### config.mk
export PLATFORM = sky130hd
export DESIGN_NAME = imem_loader
export DESIGN_NICKNAME = d
export VERILOG_FILES = /design/src/rtl/imem_loader.sv
export SDC_FILE = /design/constraint.sdc
export NUM_CORES = 1
export LEC_CHECK = 0
export BUFFER_PORTS_ARGS = -buffer_cell sky130_fd_sc_hd__buf_4
export CAP_MARGIN = 30
export CORE_MARGIN = 2
export CORE_UTILIZATION = 55
export DETAILED_ROUTE_END_ITERATION = 7
export HOLD_SLACK_MARGIN = 0.03
export PLACE_DENSITY = 0.9
export SLEW_MARGIN = 10
export SYNTH_ARGS = -nofsm -noshare
export SYNTH_HDL_FRONTEND = slang
export SYNTH_SLANG_ARGS = --single-unit
### constraint.sdc
create_clock -name clk -period 2.8 [get_ports clk]
set_input_delay 0.42 -clock clk [delete_from_list [all_inputs] [get_ports clk]]
set_output_delay 0.42 -clock clk [all_outputs]
set_load 0.1 [all_outputs]
### src/rtl/imem_loader.sv
// Byte-stream feeder for the shift-register instruction memory: packs bytes MSB-first into
// 16-bit words and pulses shift_enable once per word. Optional checksum: IMEM_LOADER_CHECKSUM_EN.
module imem_loader #(
  parameter int DEPTH = 64
) (
  input  logic        clk,
  input  logic        rst,
  input  logic        start,
  input  logic        abort,
  input  logic [7:0]  byte_in,
  input  logic        byte_valid,
  output logic        byte_ready,
  output logic        shift_enable,
  output logic [15:0] new_value,
  output logic [6:0]  word_count,
  output logic        busy,
  output logic        done,
  output logic        err
);

  typedef enum logic [2:0] {
    S_IDLE,
    S_HI,
    S_LO,
    S_SHIFT,
`ifdef IMEM_LOADER_CHECKSUM_EN
    S_CHK,
`endif
    S_DONE
  } state_t;

  localparam logic [6:0] LAST_COUNT = 7'(DEPTH);

  state_t state;
  logic   shift_q;
  logic   accept;

`ifdef IMEM_LOADER_CHECKSUM_EN
  logic [7:0] csum;
`else
  assign err = 1'b0;
`endif

  assign accept = byte_valid && byte_ready;

  // The registered pulse is gated by abort so an abort during SHIFT never reaches the memory.
  assign shift_enable = shift_q && !abort;

  // NOTE: all state and registered outputs use non-blocking assignments so every read in this
  // block sees the pre-edge value, independent of statement order.
  always_ff @(posedge clk or posedge rst) begin
    if (rst) begin
      state      <= S_IDLE;
      shift_q    <= 1'b0;
      byte_ready <= 1'b0;
      busy       <= 1'b0;
      done       <= 1'b0;
      new_value  <= 16'h0000;
      word_count <= 7'd0;
`ifdef IMEM_LOADER_CHECKSUM_EN
      err        <= 1'b0;
      csum       <= 8'h00;
`endif
    end else if (busy && abort) begin
      // Partial word is dropped; word_count keeps the number of words already shifted.
      state      <= S_IDLE;
      shift_q    <= 1'b0;
      byte_ready <= 1'b0;
      busy       <= 1'b0;
      done       <= 1'b0;
    end else begin
      case (state)
        S_IDLE, S_DONE: begin
          if (start && !(state == S_IDLE && abort)) begin
            state      <= S_HI;
            byte_ready <= 1'b1;
            busy       <= 1'b1;
            done       <= 1'b0;
            word_count <= 7'd0;
`ifdef IMEM_LOADER_CHECKSUM_EN
            err        <= 1'b0;
            csum       <= 8'h00;
`endif
          end
        end
        S_HI: begin
          if (accept) begin
            new_value[15:8] <= byte_in;
            state           <= S_LO;
`ifdef IMEM_LOADER_CHECKSUM_EN
            csum            <= csum ^ byte_in;
`endif
          end
        end
        S_LO: begin
          if (accept) begin
            new_value[7:0] <= byte_in;
            state          <= S_SHIFT;
            byte_ready     <= 1'b0;
            shift_q        <= 1'b1;
`ifdef IMEM_LOADER_CHECKSUM_EN
            csum           <= csum ^ byte_in;
`endif
          end
        end
        S_SHIFT: begin
          shift_q    <= 1'b0;
          word_count <= word_count + 7'd1;
          if (word_count + 7'd1 == LAST_COUNT) begin
`ifdef IMEM_LOADER_CHECKSUM_EN
            state      <= S_CHK;
            byte_ready <= 1'b1;
`else
            state      <= S_DONE;
            busy       <= 1'b0;
            done       <= 1'b1;
`endif
          end else begin
            state      <= S_HI;
            byte_ready <= 1'b1;
          end
        end
`ifdef IMEM_LOADER_CHECKSUM_EN
        S_CHK: begin
          if (accept) begin
            err        <= (byte_in != csum);
            state      <= S_DONE;
            byte_ready <= 1'b0;
            busy       <= 1'b0;
            done       <= 1'b1;
          end
        end
`endif
        default: begin
          state      <= S_IDLE;
          shift_q    <= 1'b0;
          byte_ready <= 1'b0;
          busy       <= 1'b0;
        end
      endcase
    end
  end

endmodule
==> results.md <==
* Status: complete, no violations
* Setup repair after global routing missed its margin: false
* Arrival time at the worst endpoint at 1940 ps
* Iteration-0 DRC Markers at 37
* Most used cells in the layout excluding fill and tap cells: buf_4 (40), dfrtp_1 (30), mux2_2 (16)
* Mapped Nets at 149
* Number of max-slew violations in the final report at 0
* Buffer depth of the longest clock path at 2
* Number of antenna repair diodes at 0
* Area growth, synth to finish at 25.5%
* Core box area at 0.00254 mm^2
* Grt total ovfl at 0
* Overall fraction of global-route tracks in use at 0.242
* Max-cap violation count at 0
* Startpoint types: flip-flop
* Number of distinct library cells after synthesis at 42
* Cell breakdown of the critical path: nand3b_1, nor2_2, o211ai_1, a31oi_1
* Gates resized, CTS repair at 0
* Top area cells in the synthesized netlist: dfrtp_1 (50%), mux2_2 (12%), o2bb2ai_1 (2.3%)
* Number of antenna violations at the first check in global routing at 0
* Register-to-register path setup slack at 1110 ps
* Via count of the first global-routing pass at 1156
* Wire per inst at 17.0 um
* Post-CTS Setup Repair Bufs at 0
* Starting Density at 0.592
* Die Y at 56.4 um
* Final Cycle Share at 0.605
* Rel. slew slack at 0.655
* Area enclosed by the die boundary at 0.00318 mm^2
* Maximum fanout encountered on the critical timing path at 12
* Proportion of synthesized chip area in sequential cells at 0.498
* Highest metal layer with signal wires: met4
* Highest clock rate at 590 MHz
* Initial DRT Pass Iterations at 4
* Buffer type at the clock tree root: clkbuf_4
* Placement row count at 18
* Post-synth design cell area at 0.00151 mm^2
* Global-route wire length before repair at 5720 um
* Number of clock sinks at 30
* Worst skew pair latency at 340 ps
* Synth Register Bits at 30
* Total of endpoints with negative setup slack in the final report at 0
* Count of H-tree levels built during CTS at 2
* Synth Area per Inst at 11.2 um^2
* Pin count of the biggest net entering global routing at 31
* Share of the synthesized area in the top cell type at 0.498
* Final wirelength at 3490 um
* Fraction of registers with async set/reset at 1.00
* Post-DRT Antenna Nets at 0
* Library cell with the largest summed area after synthesis: dfrtp_1
* Number of enable-type register cells in the synthesized netlist at 0
* CTS Buf Count at 5
* Syn. warnings at 0
* Required time worst endpoint at 3050 ps
* Share of final-layout standard cells stronger than drive strength 1 at 0.392
* Hold buffer count at CTS at 0
* Most common flop cell mapped by yosys: dfrtp_1
* Cell at the slowest stage of the critical path: dfrtp_1
* Number of top-level pins at 41
* Placed wire-length estimate after detailed placement at 2540 um
* Cells after synthesis at 135
* Endpoint type of the worst setup path: flip-flop
* Met3 routed wirelength at 182 um
* Weighted congestion at the end of routability-driven global placement at 0.833
* Setup TNS Final at 0 ps
* Final critical path time including I/O delays and setup at 1690 ps
* Met1 routed wirelength after detailed routing at 1390 um
* Worst-case clock skew at 10.9 ps
* Layout fillers at 188
* Met2 wirelength from detailed routing at 1870 um
* WS Path Type: reg -> reg
* Vias per cell at 6.00
* Clk slew on worst S/H paths at 100 ps
* Port Buffers at 39
* Most common cell after layout, fill and taps aside: buf_4
* Slowest Stage Delay on Critical Path at 510 ps
* Remaining design rule violation count at 0
* Net count of the finished layout at 190
* Count of vias placed by the detailed router at 1236
* Die extent in x at 56.4 um
* Slew at the pin closest to its max-slew limit at 515 ps
* CTS tree: done
* Class of the tightest hold or removal check: in -> async
* Fin. Hold Viols at 0
[flip-flops by register name, indices dropped and copies added, names as in the netlist]
register / flops
busy: 1
byte_ready: 1
done: 1
new_value: 16
shift_q: 1
state: 3
word_count: 7
[Yosys cell counts, types with 2 or more instances]
| cell | count |
|---|---|
| nor3_1 | 4 |
| o21a_1 | 4 |
| nand3b_1 | 2 |
| nand3_1 | 6 |
| a21oi_1 | 6 |
| or2_2 | 2 |
| o2bb2ai_1 | 4 |
| nand2b_1 | 3 |
| and2_1 | 2 |
| dfrtp_1 | 30 |
| mux2_2 | 16 |
| nor2_4 | 2 |
| a31oi_1 | 2 |
| nand2_1 | 4 |
| nor2_1 | 4 |
| mux2i_1 | 3 |
| o21ai_0 | 5 |
| a22o_1 | 2 |
| a211oi_1 | 2 |
| inv_1 | 5 |
| o211ai_1 | 2 |
| clkbuf_1 | 3 |
| a21o_1 | 3 |
[critical path: cells and delay by family (launching register included)]
family             cells  cell delay [ps]
AOI/OAI and AO/OA      2              370
and+or+nand+nor        2              720
DFF                    1              510
[metal layers]
| metal | track usage | vias to the layer above |
|---|---|---|
| met4 | 0.0918 | 0 |
| met3 | 0.0783 | 5 |
| met5 | 0 | - |
| li1 | - | 575 |
| met1 | 0.291 | 614 |
| met2 | 0.402 | 42 |
[per-stage QoR]
step	hold slack, ps	worst slack, ps	instances	utilization	instance area [um^2]
after floorplan	476	712	135	-	1510
after global placement	480	1130	199	0.711	1810
after detailed placement	491	1090	199	0.711	1810
after CTS	156	1130	206	0.743	1890
after global routing	182	987	206	0.743	1890
final	153	1110	206	0.743	1890
[area by class of cell]
| type | count | area (um^2) | share of cell area |
|---|---|---|---|
| Multi-Input combinational cell | 94 | 703 | 0.372 |
| Clock inverter | 1 | 30.0 | 0.0159 |
| Timing Repair Buffer | 40 | 300 | 0.159 |
| Inverter | 5 | 18.8 | 0.00992 |
| Tap cell | 30 | 37.5 | 0.0198 |
| Sequential cell | 30 | 751 | 0.397 |
| Clock buffer | 6 | 51.3 | 0.0271 |
[path summary, 6_finish.rpt]
kind	startpoint	to	cells past startpoint
worst max-delay path	state[2]$_DFFE_PP0P_	busy$_DFFE_PP0P_	4
worst min-delay path	rst	state[1]$_DFFE_PP0P_	3
worst max register to register	state[2]$_DFFE_PP0P_	busy$_DFFE_PP0P_	4
worst min register to register	new_value[7]$_DFFE_PP0P_	new_value[7]$_DFFE_PP0P_	1
max in group asynchronous	rst	done$_DFFE_PP0P_	3
min in group clk	byte_in[4]	new_value[12]$_DFFE_PP0P_	2
[logic make-up after synthesis]
group	after synthesis	synth area share
fa+ha+maj	1	0.00830
xor+xnor	1	0.00581
compound gates	35	0.164
buf+inv	11	0.0357
simple gates	37	0.146
other cells	1	0.00249
flops	30	0.498
mux	19	0.139
Power is left out: the tool's default activity adds up to more than one toggle a clock period on the data nets, which glitch-free logic cannot reach.
